## src/rtl/mips_write_monitor.sv

```systemverilog
// mips_write_monitor: checks the data-memory write port of the single-cycle
// MIPS top level against a programmable table of expected writes.
// It reports pass, fail or timeout and keeps match and write counters.
// Optional build macro WMON_UNORDERED_EN makes matching order-free. A
// per-entry matched bitmap then replaces the in-order match pointer.
module mips_write_monitor #(
  parameter int WIDTH          = 32,
  parameter int DEPTH          = 8,
  parameter int IGNORE_ADDR    = 80,
  parameter int TIMEOUT_CYCLES = 1000
) (
  input  logic                       clk,
  input  logic                       reset,
  input  logic                       memwrite,
  input  logic [WIDTH-1:0]           dataadr,
  input  logic [WIDTH-1:0]           writedata,
  input  logic                       cfg_we,
  input  logic [$clog2(DEPTH)-1:0]   cfg_idx,
  input  logic [WIDTH-1:0]           cfg_addr,
  input  logic [WIDTH-1:0]           cfg_data,
  input  logic [$clog2(DEPTH+1)-1:0] cfg_len,
  input  logic                       start,
  output logic                       done,
  output logic                       pass,
  output logic                       fail,
  output logic                       timeout,
  output logic [$clog2(DEPTH+1)-1:0] match_count,
  output logic [15:0]                write_count,
  output logic [WIDTH-1:0]           fail_addr,
  output logic [WIDTH-1:0]           fail_data
);
  localparam int IW = $clog2(DEPTH);
  localparam int MW = $clog2(DEPTH+1);
  localparam int CW = (TIMEOUT_CYCLES > 1) ? $clog2(TIMEOUT_CYCLES+1) : 1;

  typedef enum logic [2:0] {S_IDLE, S_RUN, S_PASS, S_FAIL, S_TIMEOUT} state_t;

  state_t           state_q, state_d;
  logic [MW-1:0]    len_q, len_d;
  logic [MW-1:0]    match_q, match_d;
  logic [15:0]      wcnt_q, wcnt_d;
  logic [CW-1:0]    cyc_q, cyc_d;
  logic [WIDTH-1:0] faddr_q, faddr_d;
  logic [WIDTH-1:0] fdata_q, fdata_d;

  // Expected-write table; deliberately left out of reset so it survives one
  logic [WIDTH-1:0] tab_addr_q [DEPTH];
  logic [WIDTH-1:0] tab_data_q [DEPTH];

  logic checked;
  logic hit;

  // Table programming, accepted only while idle and for in-range indices
  always_ff @(posedge clk) begin
    if (cfg_we && state_q == S_IDLE && int'(cfg_idx) < DEPTH) begin
      tab_addr_q[cfg_idx] <= cfg_addr;
      tab_data_q[cfg_idx] <= cfg_data;
    end
  end

  // Writes to the ignore address never participate in checking
  assign checked = memwrite && (dataadr != WIDTH'(IGNORE_ADDR));

`ifdef WMON_UNORDERED_EN
  logic [DEPTH-1:0] matched_q, matched_d;
  logic [IW-1:0]    hit_idx;

  // Lowest-index unmatched valid entry equal to the write (scan top-down so the lowest wins)
  always_comb begin
    hit     = 1'b0;
    hit_idx = '0;
    for (int i = DEPTH-1; i >= 0; i--) begin
      if (i < int'(len_q) && !matched_q[i] &&
          tab_addr_q[i] == dataadr && tab_data_q[i] == writedata) begin
        hit     = 1'b1;
        hit_idx = IW'(i);
      end
    end
  end
`else
  logic [IW-1:0] ptr;

  // In-order: the write must equal the entry at the match pointer
  always_comb begin
    ptr = IW'(match_q);
    hit = (tab_addr_q[ptr] == dataadr) && (tab_data_q[ptr] == writedata);
  end
`endif

  // State and run-time registers
  always_ff @(posedge clk or posedge reset) begin
    if (reset) begin
      state_q   <= S_IDLE;
      len_q     <= '0;
      match_q   <= '0;
      wcnt_q    <= '0;
      cyc_q     <= '0;
      faddr_q   <= '0;
      fdata_q   <= '0;
`ifdef WMON_UNORDERED_EN
      matched_q <= '0;
`endif
    end else begin
      state_q   <= state_d;
      len_q     <= len_d;
      match_q   <= match_d;
      wcnt_q    <= wcnt_d;
      cyc_q     <= cyc_d;
      faddr_q   <= faddr_d;
      fdata_q   <= fdata_d;
`ifdef WMON_UNORDERED_EN
      matched_q <= matched_d;
`endif
    end
  end

  // Next state: the write outcome is applied after the timeout check so it takes priority
  always_comb begin
    state_d   = state_q;
    len_d     = len_q;
    match_d   = match_q;
    wcnt_d    = wcnt_q;
    cyc_d     = cyc_q;
    faddr_d   = faddr_q;
    fdata_d   = fdata_q;
`ifdef WMON_UNORDERED_EN
    matched_d = matched_q;
`endif
    case (state_q)
      S_RUN: begin
        cyc_d = cyc_q + CW'(1);
        if (TIMEOUT_CYCLES != 0 && cyc_d == CW'(TIMEOUT_CYCLES))
          state_d = S_TIMEOUT;
        if (checked) begin
          if (wcnt_q != 16'hFFFF)
            wcnt_d = wcnt_q + 16'd1;
          if (hit) begin
            match_d = match_q + MW'(1);
`ifdef WMON_UNORDERED_EN
            matched_d[hit_idx] = 1'b1;
`endif
            if (match_d == len_q)
              state_d = S_PASS;
          end else begin
            state_d = S_FAIL;
            faddr_d = dataadr;
            fdata_d = writedata;
          end
        end
        // An empty table passes on the first run cycle regardless of traffic
        if (len_q == '0)
          state_d = S_PASS;
      end
      default: begin
        // IDLE and the terminal states all (re)start identically
        if (start) begin
          state_d   = S_RUN;
          len_d     = (int'(cfg_len) > DEPTH) ? MW'(DEPTH) : cfg_len;
          match_d   = '0;
          wcnt_d    = '0;
          cyc_d     = '0;
          faddr_d   = '0;
          fdata_d   = '0;
`ifdef WMON_UNORDERED_EN
          matched_d = '0;
`endif
        end
      end
    endcase
  end

  // Status decode straight from registered state and counters
  always_comb begin
    pass        = (state_q == S_PASS);
    fail        = (state_q == S_FAIL);
    timeout     = (state_q == S_TIMEOUT);
    done        = pass | fail | timeout;
    match_count = match_q;
    write_count = wcnt_q;
    fail_addr   = faddr_q;
    fail_data   = fdata_q;
  end

endmodule

```

## config.mk

```make
export PLATFORM = sky130hd
export DESIGN_NAME = mips_write_monitor
export DESIGN_NICKNAME = d
export VERILOG_FILES = /design/src/rtl/mips_write_monitor.sv
export SDC_FILE = /design/constraint.sdc
export NUM_CORES = 1
export LEC_CHECK = 0
export BUFFER_PORTS_ARGS = -buffer_cell sky130_fd_sc_hd__buf_2
export CORE_MARGIN = 2
export CORE_UTILIZATION = 25
export CTS_BUF_LIST = sky130_fd_sc_hd__clkbuf_8
export CTS_CLUSTER_DIAMETER = 100
export CTS_CLUSTER_SIZE = 12
export DETAILED_ROUTE_END_ITERATION = 10
export PLACE_DENSITY = 0.37
export SLEW_MARGIN = 20
export SYNTH_ARGS = -nofsm -noshare
export SYNTH_HDL_FRONTEND = slang
export SYNTH_SLANG_ARGS = --single-unit
```

## constraint.sdc

```tcl
create_clock -name clk -period 12.5 [get_ports clk]
set_input_delay 0 -clock clk [delete_from_list [all_inputs] [get_ports clk]]
set_output_delay 0 -clock clk [all_outputs]
set_load 0.01 [all_outputs]
```

# Word level (Yosys, flattened, before mapping)
# Memories as Yosys holds them, arrays and structs flattened.
# Cells that the tools add are included.
[word_totals]
register_bits = 101
mem_bits_rw = 512
input_bits = 140
out_inout_bits = 88
word_cells = 67
n_memories = 2
[mem_list]
columns = ["name", "depth", "word_bits", "rd", "rd_clocked_by_memory_dff", "write_ports", "line_no", "source"]
rows = [
  ["tab_addr_q", 8, 32, 1, 0, 1, "47", "logic [WIDTH-1:0] tab_addr_q [DEPTH];"],
  ["tab_data_q", 8, 32, 1, 0, 1, "48", "logic [WIDTH-1:0] tab_data_q [DEPTH];"],
]
[op_classes]
addsub = 3
order_cmp = 1
eq_ne = 14
mux = 27
bitwise = 3
n_reduce_logical = 10
[ops]
columns = ["op", "count"]
rows = [
  ["32-bit two-way mux", 7],
  ["32-bit == test", 2],
  ["16-bit two-way mux", 4],
  ["32-bit by 7-bit != test with 1-bit output (second input constant)", 1],
  ["3-bit two-way mux", 7],
  ["10-bit two-way mux", 2],
  ["4-bit two-way mux", 5],
  ["16-bit by 1-bit adder with 16-bit output (second input constant)", 1],
  ["16-bit != test (second input constant)", 1],
  ["10-bit by 1-bit adder with 10-bit output (second input constant)", 1],
  ["10-bit == test (second input constant)", 1],
  ["3-bit AND reduction", 3],
  ["2-bit != test (second input constant)", 4],
  ["3-bit by 2-bit == test with 1-bit output (second input constant)", 2],
  ["4-bit by 1-bit adder with 4-bit output (second input constant)", 1],
  ["4-bit == test", 1],
  ["4-bit greater-than comparator (second input constant)", 1],
  ["4-bit zero test", 1],
  ["3-bit by 1-bit == test with 1-bit output (second input constant)", 1],
  ["3-bit == test (second input constant)", 1],
  ["1-bit logical AND", 3],
  ["3-bit zero test", 1],
  ["1-bit two-way mux", 2],
  ["1-bit OR", 2],
  ["other kinds (3)", 3],
]

# Longest topological paths before layout
# Gate-level depths: netlist (run 1).
[depth]
word_depth = 8
depth_mapped = 15

# Least setup slack after synthesis (run 1)
# No wires, ideal clock.
[synth_timing]
path_type = "register to register"
from = "reg state_q[1]"
to = "mem tab_addr_q[0][0] (enable)"
setup_time_ps = 565
arrival_ps = 5148
required_time_ps = 11935
slack_ps = 6786
stages_incl_launch_ff = 5
n_path_buf = 0
synth_period_minus_slack_ps = 5714
path_cell_list = "dfrtp_1 > nor2_1 > and3_1 > nand2b_1 > nor3_1"
[synth_via]
elab_chain_cells = 4
[synth_rtl]
columns = ["element", "line_no", "source"]
rows = [
  ["from (decl)", "38", "state_t state_q, state_d;"],
  ["from (signal assigned)", "104", "state_q <= state_d;"],
  ["3-bit zero test", "55", "if (cfg_we && state_q == S_IDLE && int'(cfg_idx) < DEPTH) begin"],
  ["1-bit logical AND", "55", ""],
  ["1-bit two-way mux", "55", ""],
  ["1-bit two-way mux (not written as such)", "56", "tab_addr_q[cfg_idx] <= cfg_addr;"],
  ["to (decl)", "47", ""],
]
# Every way passes these cells.

# Worst setup path after layout (run 1)
[layout_timing]
from = "reg match_q[1], in the netlist match_count[1]"
to = "reg faddr_q[28], in the netlist fail_addr[28]"
[layout_via]
elab_chain_cells = 5
elab_cells_between_ends = 7
classes_between = "3 x eq/ne; 2 x reduce/logical; 2 x memory"
[layout_rtl]
columns = ["element", "line_no", "source"]
rows = [
  ["from (decl)", "40", "logic [MW-1:0] match_q, match_d;"],
  ["from (signal assigned)", "106", "match_q <= match_d;"],
  ["memory 8 x 32 bit (on tied branches)", "-", ""],
  ["32-bit == test", "86", "hit = (tab_addr_q[ptr] == dataadr) && (tab_data_q[ptr] == writedata);"],
  ["1-bit logical AND *", "86", ""],
  ["2-bit != test (no line) *", "-", ""],
  ["3-bit AND reduction (no line) *", "-", ""],
  ["to (signal assigned)", "109", "faddr_q <= faddr_d;"],
  ["to (decl)", "43", "logic [WIDTH-1:0] faddr_q, faddr_d;"],
]
# Mark *: on every way between the ends. The rest lies on a longest branch, timed or not.
# A chain may end at the register's enable or synchronous reset.

==> flow_summary.json, run 1 <==
{
  "worstHoldPathType": "in -> async",
  "grtUsageTotal_pct": 14.67,
  "vias_per_cell": 4.432,
  "rsz0062_at_grt": "false",
  "routed_wl_um": 76440,
  "clockRootBuffer": "clkbuf_8",
  "synth_edf_count": 512,
  "cp.required_ns": 13.08,
  "clockBufferDepth": 3,
  "skew_ns": 0.04235,
  "cap_violations": 0,
  "worst_pin_slew_ns": 1.045,
  "die-width_um": 320.5,
  "status": "completed",
  "cp-start-kind": "register",
  "grt_pass1_vias": 14848,
  "hpwl_um": 48400,
  "vias": 14137,
  "layout.nets": 1982,
  "grt-ovfl-total": 0,
  "pwr-share-seq_pct": 56.9,
  "grt_pass1_wl_um": 108500,
  "die_h_um": 320.5,
  "port_buffers": 227,
  "ys_warn_count": 0,
  "powerDensity_mw_per_mm2": 141.5,
  "synth_fp_nets": 1597,
  "path_max_fanout": 58,
  "leakagePower_nw": 10.60,
  "ys_seq_area_share_pct": 71.48,
  "path_buf_inv": 3,
  "cts_buffers": 57,
  "switchingPower_w": 0.001223,
  "core_mm2": 0.09971,
  "n_fill_cell": 9877,
  "drt-initial-drc-count": 967,
  "drc": 0,
  "p_sw_share_pct": 28.74,
  "htree_levels": 2,
  "p_clk_share_pct": 26.9,
  "intPower_w": 0.003032,
  "vdd_ir_drop_max_mv": 0.09227,
  "synth_cell_type_count": 50,
  "drtPass1Iterations": 5,
  "path_cells": "buf_4 -> buf_4 -> mux4_2 -> mux2i_1 -> xor2_1 -> nand4_1 -> or4_1 -> nor4_4 -> nand2b_4 -> buf_6 -> mux2i_1",
  "pre_cts_ws_ns": 5.813,
  "finalCriticalPeriod_ns": 6.169,
  "start_util_pct": 25.12,
  "worstSkewPairLatency_ns": 0.70,
  "drive_above_1_share_pct": 22.63,
  "finalHoldViolCount": 0,
  "cp.depth": 11,
  "endpoint_kind": "register",
  "cp.arrival_ns": 6.75,
  "critical-path-top-delay-family": "buffers and inverters",
  "relSlewSlack_pct": 30.36,
  "syn_area_mm2": 0.02505,
  "fmax_mhz": 162.1,
  "synthArstFlopShare_pct": 16.48,
  "gp_congestion": 0.7300,
  "combPwrFrac_pct": 16.1,
  "pin_count": 228,
  "die_area_mm2": 0.1027,
  "ys.flop_type": "edfxtp_1",
  "ant_nets": 0,
  "setup_viol": 0,
  "cts.sinks": 613,
  "antenna_found_initial": 13,
  "crit_slowest_cell": "buf_4",
  "report.final.slew_viol_count": 0,
  "grt_max_degree": 73,
  "rr_worst_depth": 11,
  "cts_tree": "done",
  "setup_tns_ns": 0,
  "slowest_delay_ns": 0.85,
  "cts-resized-gates": 0,
  "clk_pin_slew_ns": 0.10,
  "syn_inst": 1454,
  "wl_per_cell_um": 23.96,
  "area_delta_synth_final_pct": 20.02,
  "syn_area_per_cell_um2": 17.23,
  "path_class": "reg -> reg",
  "setup_slack_ns": 6.331,
  "synth_seq_cells": 613,
  "finalCritPeriodShare_pct": 49.35,
  "rows": 116
}
cell usage after synthesis (4+ instances only):
master | number | share of area, %
a21oi_1 | 7 | 0.14
a221oi_1 | 14 | 0.49
a22o_1 | 12 | 0.42
a22oi_1 | 16 | 0.48
and2_1 | 4 | 0.10
and3_1 | 7 | 0.17
buf_1 | 4 | 0.060
buf_12 | 7 | 0.56
buf_2 | 20 | 0.40
buf_4 | 6 | 0.18
buf_6 | 4 | 0.18
clkbuf_1 | 24 | 0.36
dfrtp_1 | 101 | 10
edfxtp_1 | 512 | 61
inv_1 | 10 | 0.15
mux2_2 | 9 | 0.40
mux2i_1 | 186 | 7.4
mux4_2 | 82 | 7.4
nand2_1 | 179 | 2.7
nand2b_1 | 9 | 0.22
nand3_1 | 15 | 0.30
nand4_1 | 15 | 0.37
nor2_1 | 43 | 0.64
nor2b_1 | 6 | 0.15
nor3_1 | 8 | 0.16
nor4_1 | 16 | 0.40
o21ai_0 | 19 | 0.38
o22ai_1 | 4 | 0.10
or3_1 | 4 | 0.10
xnor2_1 | 36 | 1.3
xor2_1 | 48 | 1.7
flip-flops by register name (all words and copies together), names as in the netlist:
name and count:
tab_addr_q 256, tab_data_q 256, fail_addr 32, fail_data 32
write_count 16, cyc_q 10, len_q 4, match_count 4
state_q 3
per-layer routing:
| layer | share of wire (%) | vias to the layer above | track usage (%) | wire length [um] |
|---|---|---|---|---|
| li1 | - | 6379 | - | - |
| met2 | 46 | 353 | 23.55 | 35180 |
| met1 | 47 | 7305 | 20.43 | 35710 |
| met5 | 0.071 | - | 0 | 54 |
| met3 | 5.6 | 90 | 3.189 | 4258 |
| met4 | 1.6 | 10 | 2.900 | 1240 |
worst reg2reg max path, delay by kind of cell, from the launching register on:
family / cells / cell delay [ns]
xor+xnor: 1 / 0.18
simple gates: 4 / 1.66
mux: 3 / 1.12
buf+inv: 3 / 2.31
flops: 1 / 0.82
cell type report:
type	count	area (um^2)	share of cell area [%]
diodes	5	12.51	0.04162
repair buffers	393	2736	9.103
clock inverters	47	187.7	0.6243
multi-input cells	764	6721	22.36
well taps	1298	1624	5.402
clock buffers	60	825.8	2.747
inverters	10	40.04	0.1332
flip-flops and latches	613	17910	59.59
per-stage QoR:
step                cell area (um^2)  hold slack, ns  instances  total power, W  utilization, %
floorplan                      25050         0.09887       1454        0.002831               -
global placement               27630          0.2520       2938        0.003116           27.71
detailed placement             27630          0.2496       2938        0.003126           27.71
CTS                            30050         0.01496       3185        0.004329           30.13
global route                   30060         0.08691       3189        0.004474           30.15
finish                         30060         0.04895       3190        0.004255           30.15
power by group through the flow:
stage / combinational, W / clock (W) / sequential (W)
after floorplan: 0.000338 / 0 / 0.00249
after global placement: 0.000648 / 0 / 0.00247
after detailed placement: 0.000658 / 0 / 0.00247
after CTS: 0.000698 / 0.00121 / 0.00242
after global routing: 0.000753 / 0.00128 / 0.00244
final: 0.000687 / 0.00115 / 0.00242
timing repair:
action,CTS,global route
hold buffers,140,0
hold endpoints to repair,670,0
buffers inserted,0,0
worst paths after layout:
kind | start | to | slack [ns]
worst min register to register | cyc_q[9] | cyc_q[9] | 0.50
max in group asynchronous | reset | match_count[0] | 11.12
worst max register to register | match_count[1] | fail_addr[28] | 6.33
worst min-delay path | reset | fail_data[20] | 0.05
worst max-delay path | match_count[1] | fail_addr[28] | 6.33
min in group clk | cfg_data[25] | tab_data_q[3][25] | 0.12
cells by family (layout without fill, tap and decap cells):
logic type / after synthesis / after routing / synth area share (%)
flops: 613 / 613 / 71.48
buf+inv: 77 / 510 / 2.008
mux: 279 / 279 / 15.42
compound gates: 81 / 81 / 2.303
other cells: 0 / 5 / 0
xor+xnor: 84 / 84 / 2.937
simple gates: 317 / 317 / 5.705
fa+ha+maj: 3 / 3 / 0.1499
layout by cell type (no fill, tap or decap), drive strengths merged, types with 48 or more instances in the layout:
cell	count
mux4	84
clkbuf	60
dfrtp	101
edfxtp	512
inv	56
buf	253
dlygate4sd3	140
mux2i	186
xor2	48
nand2	179
Note: power is estimated with default switching activity, not from simulation.
==> run 2: changes to the inputs <==
--- a/config.mk
+++ b/config.mk
@@ -5,6 +5,7 @@
 export SDC_FILE = /design/constraint.sdc
 export NUM_CORES = 1
 export LEC_CHECK = 0
+export ABC_AREA = 1
 export BUFFER_PORTS_ARGS = -buffer_cell sky130_fd_sc_hd__buf_2
 export CORE_MARGIN = 2
 export CORE_UTILIZATION = 25
==> constraint.sdc (replaced) <==
create_clock -name clk -period 5.74 [get_ports clk]
set_input_delay 0 -clock clk [delete_from_list [all_inputs] [get_ports clk]]
set_output_delay 0 -clock clk [all_outputs]
set_load 0.01 [all_outputs]
==> flow_summary.json, run 2 <==
{
  "crit_slowest_cell": "dfrtp_4",
  "cts_buffers": 57,
  "finalCriticalPeriod_ns": 4.646,
  "finalHoldViolCount": 0,
  "drt-initial-drc-count": 1427,
  "grtUsageTotal_pct": 15.41,
  "final_util_pct": 30.36,
  "top_regs": "tab_addr_q x256, tab_data_q x256",
  "die_area_mm2": 0.1106,
  "port_buffers": 227,
  "die_h_um": 332.6,
  "relSlewSlack_pct": 11.44,
  "syn_inst": 2767,
  "ant_nets": 0,
  "synthTopCellsByArea": "edfxtp_1, nand2_1, dfrtp_1",
  "grt_pass1_vias": 19168,
  "ys.flop_type": "edfxtp_1",
  "report.final.slew_viol_count": 0,
  "worstSkewPairLatency_ns": 0.78,
  "synth_commonest_cells": "nand2_1, edfxtp_1, nand3_1",
  "grt_pass1_wl_um": 127900,
  "drive_above_1_share_pct": 10.74,
  "rows": 120,
  "setup_tns_ns": 0,
  "fmax_mhz": 215.2,
  "yosys.area.top_type": "edfxtp_1",
  "hpwl_um": 51050,
  "synthArstFlopShare_pct": 16.48,
  "powerDensity_mw_per_mm2": 290.5,
  "synth_cell_type_count": 32,
  "rsz0062_at_grt": "false",
  "clk_pin_slew_ns": 0.09,
  "drtPass1Iterations": 5,
  "cts_tree": "done",
  "die-width_um": 332.6,
  "wl_per_cell_um": 18.78,
  "layout_common_cells": "nand2_1, edfxtp_1, inv_1",
  "drc": 0,
  "yosysTopAreaCellShare_pct": 56.97,
  "ys_seq_area_share_pct": 66.33,
  "path_cells": "buf_12 -> nand2_1 -> nand3_1 -> nand3_1 -> nand3_1 -> nand2_1 -> nor2_1 -> nand2_1 -> nor2_1 -> nand2_1 -> nor2_1 -> nand2_1 -> o21ai_4 -> buf_4 -> o21ai_0",
  "routed_wl_um": 86190,
  "htree_levels": 2,
  "synth_seq_cells": 613,
  "leakagePower_nw": 13.88,
  "syn_area_mm2": 0.02699,
  "vdd_ir_drop_max_mv": 0.1792,
  "synth_fp_nets": 2910,
  "path_max_fanout": 179,
  "setup_viol": 0,
  "endpoint_kind": "register",
  "ys_warn_count": 0,
  "path_class": "reg -> reg",
  "area_delta_synth_final_pct": 20.43,
  "grt_max_degree": 180,
  "crit_top_cell": "nand2_1",
  "clockRootBuffer": "clkbuf_8",
  "cp.required_ns": 6.31,
  "cp-start-kind": "register",
  "grt-ovfl-total": 0,
  "postCtsSetupBuffers": 0,
  "vias": 19800,
  "worst_pin_slew_ns": 1.328,
  "r2r_slack_ns": 1.09,
  "antenna_found_initial": 12,
  "finalCritPeriodShare_pct": 80.94,
  "clockBufferDepth": 3,
  "gp_congestion": 0.7652,
  "slowest_delay_ns": 0.83,
  "status": "completed",
  "core_mm2": 0.1071,
  "vias_per_cell": 4.314,
  "start_util_pct": 25.21,
  "pin_count": 228,
  "cts-resized-gates": 0,
  "post-synth-top-count-cell": "nand2_1",
  "worstHoldPathType": "in -> reg",
  "synth_edf_count": 512,
  "cap_violations": 0,
  "layout.nets": 3279,
  "final_common_cell": "nand2_1",
  "syn_area_per_cell_um2": 9.754,
  "skew_ns": 0.07549,
  "cp.arrival_ns": 5.22,
  "cts.sinks": 613
}
==> run 2: cell count changes after synthesis, moves of 13 or more <==
cell | before | now
nand2_1 | 179 | 1041
nand3_1 | 15 | 361
inv_1 | 10 | 323
mux2i_1 | 186 | 1
mux4_2 | 82 | 0
nor2_1 | 43 | 124
o21ai_0 | 19 | 90
buf_2 | 20 | 64
xor2_1 | 48 | 10
xnor2_1 | 36 | 4
a22oi_1 | 16 | 0
a221oi_1 | 14 | 0
nor4_1 | 16 | 3
==> run 2: final timing paths <==
check,startpoint,end,depth (start not counted)
min in group asynchronous,reset,fail_addr[17],4
max in group asynchronous,reset,match_count[2],5
min reg2reg,fail_data[21],fail_data[21],2
max,match_count[0],fail_addr[7],15
max reg2reg,match_count[0],fail_addr[7],15
min,cfg_addr[24],tab_addr_q[7][24],2
==> run 2: metrics by stage <==
| step | instances | total power, W | setup slack (ns) | hold slack, ns | instance area, um^2 |
|---|---|---|---|---|---|
| floorplan | 2767 | 0.006135 | 0.03264 | 0.09887 | 26990 |
| global placement | 4307 | 0.006799 | 1.283 | 0.2113 | 29700 |
| detailed placement | 4308 | 0.006829 | 1.158 | 0.2353 | 29720 |
| CTS | 4587 | 0.009624 | 1.084 | 0.0005243 | 32490 |
| global route | 4588 | 0.009963 | 0.6741 | 0.03353 | 32500 |
| finish | 4590 | 0.009442 | 1.094 | 0.05252 | 32500 |
==> run 2: routing by layer <==
| layer | vias up | share of wire, % | GRT usage, % |
|---|---|---|---|
| met4 | 12 | 2.1 | 3.946 |
| met3 | 107 | 5.0 | 2.845 |
| met5 | - | 0.090 | 0 |
| met2 | 414 | 45 | 24.73 |
| li1 | 9738 | - | - |
| met1 | 9529 | 47 | 21.38 |
==> run 2: cell families after synthesis <==
family	Yosys count	share of synthesized area, %
AOI/OAI and AO/OA	112	2.174
xor gates and xnor gates	14	0.4543
adders and majority gates	3	0.1391
buffers and inverters	448	6.783
DFF	613	66.33
muxes	1	0.03709
and+or+nand+nor	1576	24.08
==> run 2: where the power goes <==
part | switching (W) | internal, W | leakage (nW)
registers | 0.000174 | 0.00513 | 5.94
clock network | 0.00160 | 0.00103 | 0.686
logic | 0.00101 | 0.000497 | 7.25
==> run 2: area by class of cell <==
class | count | area [um^2]
Antenna cell | 3 | 7.507
Tap cell | 1403 | 1755
Clock buffer | 58 | 798.3
Multi-Input combinational cell | 1706 | 7328
Sequential cell | 613 | 17910
Timing Repair Buffer | 433 | 3213
Inverter | 325 | 1234
Clock inverter | 49 | 251.5
Fill cell | 11125 | 74550
==> run 2: worst max-delay path, delay by kind of cell, from the launching register on <==
| family | cells | cell delay, ns |
|---|---|---|
| DFF | 1 | 0.83 |
| AOI/OAI and AO/OA | 2 | 0.34 |
| and+or+nand+nor | 11 | 1.55 |
| buffers and inverters | 2 | 1.10 |
==> run 2: what timing repair did <==
| action | 4_1_cts | 5_1_grt |
|---|---|---|
| setup endpoints to repair | 0 | 0 |
| hold buffers | 172 | 0 |
| endpoints found under the hold margin | 875 | 0 |
